--- src/rtl/mpp_pkg.sv ---
// ---------------------------------------------------------------------------
// mpp_pkg
// Shared definitions for the sequential ALU stage (alu_seq) and its
// combinational core (alu_core).
//   - DEFAULT_WIDTH : default datapath width
//   - OP_*          : 3-bit opcode values
//   - state_t       : 2-bit FSM state encoding (IDLE/EXEC/MUL/DONE)
// ---------------------------------------------------------------------------
package mpp_pkg;

   localparam int DEFAULT_WIDTH = 8;

   localparam logic [2:0] OP_ADD  = 3'b000;
   localparam logic [2:0] OP_SUB  = 3'b001;
   localparam logic [2:0] OP_AND  = 3'b010;
   localparam logic [2:0] OP_OR   = 3'b011;
   localparam logic [2:0] OP_XOR  = 3'b100;
   localparam logic [2:0] OP_SHL  = 3'b101;
   localparam logic [2:0] OP_SHR  = 3'b110;
   localparam logic [2:0] OP_MUL  = 3'b111;
   // Opcode 111 acts as a pass-through of A when the multiplier is not built.
   localparam logic [2:0] OP_PASS = 3'b111;

   typedef enum logic [1:0] {
      ST_IDLE = 2'd0,
      ST_EXEC = 2'd1,
      ST_MUL  = 2'd2,
      ST_DONE = 2'd3
   } state_t;

endpackage

--- src/rtl/alu_core.sv ---
// ---------------------------------------------------------------------------
// alu_core
// Purely combinational evaluation of the single-cycle ALU operations.
// Ports:
//   op     in  [2:0]        opcode (111 evaluates as PASS: result=a)
//   a      in  [WIDTH-1:0]  operand A
//   b      in  [WIDTH-1:0]  operand B
//   result out [WIDTH-1:0]  operation result, modulo 2^WIDTH
//   carry  out              carry / borrow / shifted-out bit
// ---------------------------------------------------------------------------
module alu_core
   import mpp_pkg::*;
#(
   parameter int WIDTH = DEFAULT_WIDTH
) (
   input  logic [2:0]       op,
   input  logic [WIDTH-1:0] a,
   input  logic [WIDTH-1:0] b,
   output logic [WIDTH-1:0] result,
   output logic             carry
);

   // Add and subtract are done one bit wider so the top bit is the carry
   // (or, for subtraction, the borrow, which is set exactly when a < b).
   always_comb begin
      result = a;
      carry  = 1'b0;
      case (op)
         OP_ADD: {carry, result} = {1'b0, a} + {1'b0, b};
         OP_SUB: {carry, result} = {1'b0, a} - {1'b0, b};
         OP_AND: result = a & b;
         OP_OR:  result = a | b;
         OP_XOR: result = a ^ b;
         OP_SHL: begin
            result = a << 1;
            carry  = a[WIDTH-1];
         end
         OP_SHR: begin
            result = a >> 1;
            carry  = a[0];
         end
         default: begin
            result = a;
            carry  = 1'b0;
         end
      endcase
   end

endmodule

--- src/rtl/alu_seq.sv ---
// ---------------------------------------------------------------------------
// alu_seq
// Sequential ALU stage feeding the accumulator. One operation per accepted
// start; result/carry/zero are registered and announced by a one-cycle done
// pulse. Single-cycle ops take 2 clocks from accept to done.
//
// Optional feature (macro ALU_MUL_EN): opcode 111 becomes an unsigned
// shift-add multiply over WIDTH clocks. Without the macro, opcode 111 is a
// pass-through of A and no multiply state is built.
//
// Ports:
//   clock   in               rising-edge clock
//   reset_n in               asynchronous active-low reset
//   start   in               request; sampled only in IDLE or DONE
//   op      in  [2:0]        opcode, captured with start
//   a       in  [WIDTH-1:0]  operand A (accumulator buffer)
//   b       in  [WIDTH-1:0]  operand B (data bus)
//   busy    out              high while in EXEC or MUL
//   done    out              one-cycle pulse, outputs freshly updated
//   result  out [WIDTH-1:0]  registered result, held until next done
//   carry   out              carry/borrow/shifted-out/overflow bit
//   zero    out              result == 0
// ---------------------------------------------------------------------------
module alu_seq
   import mpp_pkg::*;
#(
   parameter int WIDTH = DEFAULT_WIDTH
) (
   input  logic             clock,
   input  logic             reset_n,
   input  logic             start,
   input  logic [2:0]       op,
   input  logic [WIDTH-1:0] a,
   input  logic [WIDTH-1:0] b,
   output logic             busy,
   output logic             done,
   output logic [WIDTH-1:0] result,
   output logic             carry,
   output logic             zero
);

   state_t           state;
   logic [2:0]       op_q;
   logic [WIDTH-1:0] a_q;
   logic [WIDTH-1:0] b_q;
   logic [WIDTH-1:0] core_result;
   logic             core_carry;

   alu_core #(.WIDTH(WIDTH)) u_core (
      .op     (op_q),
      .a      (a_q),
      .b      (b_q),
      .result (core_result),
      .carry  (core_carry)
   );

`ifdef ALU_MUL_EN
   localparam int CW = (WIDTH > 1) ? $clog2(WIDTH) : 1;

   logic [CW-1:0]      iter;
   logic [2*WIDTH-1:0] product;
   logic [WIDTH:0]     partial;
   logic [2*WIDTH-1:0] product_next;
   logic               last_iter;

   // Product register holds {accumulated high half, remaining multiplier}.
   // Each step adds A into the high half when the multiplier LSB is set,
   // then shifts the whole thing right, keeping the add's carry bit.
   always_comb begin
      partial      = {1'b0, product[2*WIDTH-1:WIDTH]} +
                     (product[0] ? {1'b0, a_q} : {(WIDTH+1){1'b0}});
      product_next = {partial, product[WIDTH-1:1]};
      last_iter    = (iter == CW'(WIDTH - 1));
   end
`endif

   // Single FSM: accepts requests in IDLE/DONE, evaluates in EXEC or
   // iterates in MUL, and registers busy/done alongside the state so both
   // are glitch-free. A start seen in EXEC/MUL is simply dropped.
   always_ff @(posedge clock or negedge reset_n) begin
      if (!reset_n) begin
         state   <= ST_IDLE;
         op_q    <= '0;
         a_q     <= '0;
         b_q     <= '0;
         busy    <= 1'b0;
         done    <= 1'b0;
         result  <= '0;
         carry   <= 1'b0;
         zero    <= 1'b0;
`ifdef ALU_MUL_EN
         iter    <= '0;
         product <= '0;
`endif
      end else begin
         case (state)
            ST_IDLE, ST_DONE: begin
               done <= 1'b0;
               if (start) begin
                  op_q <= op;
                  a_q  <= a;
                  b_q  <= b;
                  busy <= 1'b1;
`ifdef ALU_MUL_EN
                  if (op == OP_MUL) begin
                     state   <= ST_MUL;
                     product <= {{WIDTH{1'b0}}, b};
                     iter    <= '0;
                  end else begin
                     state <= ST_EXEC;
                  end
`else
                  state <= ST_EXEC;
`endif
               end else begin
                  busy  <= 1'b0;
                  state <= ST_IDLE;
               end
            end
            ST_EXEC: begin
               result <= core_result;
               carry  <= core_carry;
               zero   <= (core_result == '0);
               busy   <= 1'b0;
               done   <= 1'b1;
               state  <= ST_DONE;
            end
            ST_MUL: begin
`ifdef ALU_MUL_EN
               product <= product_next;
               iter    <= iter + 1'b1;
               if (last_iter) begin
                  result <= product_next[WIDTH-1:0];
                  carry  <= |product_next[2*WIDTH-1:WIDTH];
                  zero   <= (product_next[WIDTH-1:0] == '0);
                  busy   <= 1'b0;
                  done   <= 1'b1;
                  state  <= ST_DONE;
               end
`else
               busy  <= 1'b0;
               done  <= 1'b0;
               state <= ST_IDLE;
`endif
            end
            default: begin
               busy  <= 1'b0;
               done  <= 1'b0;
               state <= ST_IDLE;
            end
         endcase
      end
   end

endmodule

--- config.mk ---
export PLATFORM = sky130hd
export DESIGN_NAME = alu_seq
export DESIGN_NICKNAME = d
export VERILOG_FILES = /design/src/rtl/mpp_pkg.sv /design/src/rtl/alu_core.sv /design/src/rtl/alu_seq.sv
export SDC_FILE = /design/constraint.sdc
export NUM_CORES = 1
export LEC_CHECK = 0
export CORE_UTILIZATION = 48
export DETAILED_ROUTE_END_ITERATION = 8
export PLACE_DENSITY = 0.78
export SLEW_MARGIN = 5
export SYNTH_ARGS = -nofsm -noshare
export SYNTH_HDL_FRONTEND = slang
export SYNTH_SLANG_ARGS = --single-unit
--- constraint.sdc ---
create_clock -name clock -period 8.17 [get_ports clock]
set_input_delay 1.2255 -clock clock [delete_from_list [all_inputs] [get_ports clock]]
set_output_delay 1.2255 -clock clock [all_outputs]
set_load 0.005 [all_outputs]
# After elaboration in Yosys (flattened, before gate mapping)
# Index checks and enable logic that the tools add are counted.
totals:
  output_inout_bits: 12
  mem_bits_rw: 0
  inputBits: 22
  romBits: 0
  wordCells: 37
  n_memories: 0
  latchBits: 0
  ff_bits: 33
classes:
  shift: 0
  mux: 7
  magnitude_cmp: 0
  mul: 0
  bitwise: 3
  n_eq_ne: 9
  add_sub_neg: 2
  div: 0
  reduce_logical: 7
op_table:
  columns: ["op", "count"]
  rows:
  - ["case mux 8 bit (7 select lines)", 1]
  - ["adder 8 x 8 -> 9 bit", 1]
  - ["== test 3 bit (second input constant)", 3]
  - ["subtractor 8 x 8 -> 9 bit", 1]
  - ["bitwise AND 8 bit", 1]
  - ["logical NOT 8 bit", 1]
  - ["bitwise OR 8 bit", 1]
  - ["XOR 8 bit", 1]
  - ["== test 3 x 2 -> 1 bit (second input constant)", 2]
  - ["case mux 2 bit (3 select lines)", 1]
  - ["== test 2 bit (second input constant)", 2]
  - ["case mux 1 bit (2 select lines)", 2]
  - ["case mux 1 bit (4 select lines)", 1]
  - ["OR reduction 2 bit", 2]
  - ["== test 3 x 1 -> 1 bit (second input constant)", 1]
  - ["logical NOT 3 bit", 1]
  - ["OR reduction 3 bit", 1]
  - ["== test 2 x 1 -> 1 bit (second input constant)", 1]
  - ["logical NOT 2 bit", 1]
  - ["two-way mux 1 bit", 2]
  - ["AND reduction 2 bit", 1]

# Depth between registers and ports, before layout
logic_depth:
  ltp_word: 3
  depth_mapped: 10
  ltp_nobuf: 10

# Hierarchy
# A second synthesis with hierarchy kept.
hier_totals:
  hier_cells: 277
  area_unflattened_um2: 2635.0
by_module_without_submodules:
  columns: ["module", "area_per_inst_um2", "instances", "cells_each", "seq_area_each_um2"]
  rows:
  - ["alu_core", 1347.5, 1, 203, 0.0]
  - ["alu_seq", 1287.5, 1, 74, 800.8]

# Worst setup path after synthesis
# OpenSTA, ideal clock, no wires.
synth_path:
  path_type: "register -> register"
  start: "register a_q[0]"
  end: "register zero"
  arrival_time_ps: 2590
  required_ps: 8066
  n_path_buf: 0
  path_slack_ps: 5477
  stages_incl_launch_ff: 11
  setup_time_ps: 104
  synth_period_minus_slack_ps: 2693
  cell_sequence: "dfrtp_1 inv_1 ha_1 fa_1 inv_1 mux4_2 nor2_1 a211oi_1 or3_1 a211o_1 o41ai_2"
synth_via:
  elab_chain_len: 3
  elab_cells_between_ends: 7
  cone_classes: "add/sub: 2; mux: 1; bitwise: 3; reduce/logical: 1"
synth_rtl:
  columns: ["item", "line_no", "text"]
  rows:
  - ["start: declaration", "alu_seq.sv:44", "logic [WIDTH-1:0] a_q;"]
  - ["start signal: assignment", "alu_seq.sv:84", "a_q <= '0;"]
  - ["start signal: assignment", "alu_seq.sv:101", "a_q <= a;"]
  - ["subtractor 8 x 8 -> 9 bit, or another cell as far along", "alu_core.sv:30", "OP_SUB: {carry, result} = {1'b0, a} - {1'b0, b};"]
  - ["case mux 8 bit (7 select lines) *", "alu_core.sv:28", "case (op)"]
  - ["logical NOT 8 bit *", "alu_seq.sv:123", "zero <= (core_result == '0);"]
  - ["end signal: assignment", "alu_seq.sv:123", null]
  - ["end: declaration", "alu_seq.sv:39", "output logic zero"]
# Mark *: on every way between the ends. The rest lies on a longest branch, timed or not.
# A chain may end at the register's enable or synchronous reset.

# Worst setup path after layout
layout_path:
  start: "register op_q[2]"
  end: "register zero"
layout_via:
  elab_chain_len: 3
  elab_cells_between_ends: 9
  cone_classes: "eq/ne: 6; mux: 1; reduce/logical: 2"
layout_rtl:
  columns: ["item", "line_no", "text"]
  rows:
  - ["start: declaration", "alu_seq.sv:43", "logic [2:0] op_q;"]
  - ["start signal: assignment", "alu_seq.sv:100", "op_q <= op;"]
  - ["== test 3 bit, or another cell as far along", "alu_core.sv:28", null]
  - ["case mux 8 bit (7 select lines) *", "alu_core.sv:28", null]
  - ["logical NOT 8 bit *", "alu_seq.sv:123", null]
# Marks and branches as above.

==> metrics <==
outcome complete, no violations; clock latency on the worst-skew pair 290 ps; post-synthesis sequential area ratio 0.324; first-pass GRT wire length around 9.4 mm; synthesis-stage register bit count 32; Clock Tree Buf Depth 2; WL/cell 14.5 microns; Ports 34; antenna viol nets, final 0; CP required 8360 ps; max-slew violation count 0; Critical Path Fanout Max 26; Detail Placement HPWL 4.07 mm; Final Skew 3.86 ps; PD cells approximately 470 nW/um^2; Pre-antenna DRT Iters 5; Static Leakage 1.28 nW; die area 5430 sq um; Vert. Die Dim 73.7 microns; Clock Tree Root clkbuf_8; relative slew slack 0.437; Multi-input gate area 1480 sq um; fin crit share 0.358; initial antenna violation count 0; largest cells by area after synthesis dfrtp_1 32%, ha_1 13%, o21ai_0 6.9%; FF-to-FF path depth 6; Peak VDD IR 0.197 mV; core area 4850 sq um; setup TNS 0 ps; kind of critical path reg2reg; Final Wtd Congestion 0.909; placed cell area 2820 sq um; CP Launch Type flip-flop; Layout Nets ~360; Synth top area share 0.324; syn nets approximately 330; Overflow after GRT 0; Synth async-reset ratio 1.00; Worst EP arrival 3110 ps; Slowest cell on crit path dfrtp_1; Worst path depth 6; worst path cell trace inv_1, mux4_2, a211o_1, or3_1, a211o_1, o41ai_2; Worst Tran Pin Value 844 ps; Hold Path Class reg2reg; crit path time final around 2900 ps; CTS Buf Count 5; crit end category flip-flop; routed vias 2135; FMAX 0.342 GHz; largest net degree at the start of global routing 38; Mapped Cells 282; synthesized area per cell 8.75 sq um; DRC errors left 0; filler cell count 425; hold path depth 1; hold buffers post-CTS 0; cell taking the most area after synthesis dfrtp_1; Ys Warns 0; max incr delay on CP 890 ps; Detailed Route Iter0 Violations 166; IO buf count 33; clock-pin slew on the worst setup and hold paths around 60 ps; Fin. Hold Viols 0; Vias/cell 5.69; most frequent CP cell a211o_1; Post-synth EDFFs 0; Reg area roughly 800 sq um; Synth Cell Area 2470 sq um; delay-heaviest family, CP flip-flops; TritonCTS clock tree built; layout cells sized above 1 0.0812; ANT cells 0; Hold Slack ~490 ps; RSZ-0062 raised after global routing false; design area 2920 sq um; vias in the first global route around 2000; H-tree depth 2; # resized after CTS 0; Post-synth top flop dfrtp_1; WL final approximately 5.5 mm; CP bufs+invs 1; FP Rows 25; setup bufs post-CTS 0; Setup Viol. Count Final 0; Global Route Usage Sum 0.231; max-cap check violation count 0; P&R area growth vs syn 18.2%; initial core utilization 0.509; clock net sink count 32; die width 73.7 microns; number of library cell types mapped by synthesis just under 50
==> cell usage after synthesis, types with 4 or more instances <==
cell type,instances
buf_2,4
nor2_1,16
o21bai_1,4
a211oi_1,4
o21ai_0,34
a21oi_1,14
mux4_2,4
mux2_2,7
nand2_1,33
inv_1,30
nor3_1,7
dfrtp_1,32
clkbuf_1,7
ha_1,25
==> area by class of cell <==
type,instances,share of cell area
Clock buffer,7,0.0330
Inverter,31,0.0399
Multi-Input combinational cell,204,0.508
Sequential cell,32,0.274
Tap cell,67,0.0287
Timing Repair Buffer,34,0.116
==> placed cells by master, fill, tap and decap left out, types with 4 or more instances in the layout <==
master           Yosys  layout
mux2_2               7       7
ha_1                25      25
mux4_2               4       4
a21oi_1             14      14
nor3_1               7       7
inv_1               30      30
dfrtp_1             32      32
o21bai_1             4       4
clkdlybuf4s50_1      0      33
nand2_1             33      33
clkbuf_8             0       7
o21ai_0             34      34
nor2_1              16      16
a211oi_1             4       4
==> final timing paths <==
path / start / endpoint / slack [ps]
max: op_q[2] / zero / 5240
min: result[2] / result[2] / 490
max reg2reg: op_q[2] / zero / 5240
min reg2reg: result[2] / result[2] / 490
max in group asynchronous: reset_n / done / 6550
min in group asynchronous: reset_n / b_q[4] / 1340
==> power by group <==
group,switching [mW],internal [mW],total [mW]
clock,0.0542,0.0748,0.129
combinational,0.474,0.419,0.892
sequential,0.111,0.237,0.348
total,0.639,0.731,1.37
==> through the flow <==
step | std cells | worst slack [ps] | util | power [mW]
global route | 375 | 5020 | 0.602 | 1.51
finish | 375 | 5240 | 0.602 | 1.37
global placement | 368 | 5350 | 0.582 | 1.21
CTS | 375 | 5270 | 0.602 | 1.37
floorplan | 282 | 5480 | - | 0.997
detailed placement | 368 | 5270 | 0.582 | 1.23
==> flip-flops by register name (all words and copies together) (netlist names) <==
name,count
busy,1
b_q,8
result,8
a_q,8
done,1
op_q,3
state,1
zero,1
carry,1
==> kinds of logic (layout without fill, tap and decap cells) <==
family,count (synthesis),count (layout),synth area share
AND/OR/NAND/NOR,76,76,0.141
XOR/XNOR,6,6,0.0213
flip-flops,32,32,0.324
buffers and inverters,46,72,0.0750
AO/OA/AOI/OAI,81,81,0.215
multiplexers,14,14,0.0806
adder cells (fa/ha/maj),27,27,0.143
==> layer usage <==
layer,wire (microns),vias to the layer above,track usage,share of wire
li1,-,1031,-,-
met1,2460,1005,0.315,0.45
met2,2560,92,0.368,0.47
met3,369,7,0.0343,0.068
met4,66,0,0.0876,0.012
met5,0,-,0,0
No activity file was read; power rests on OpenSTA's default activity.
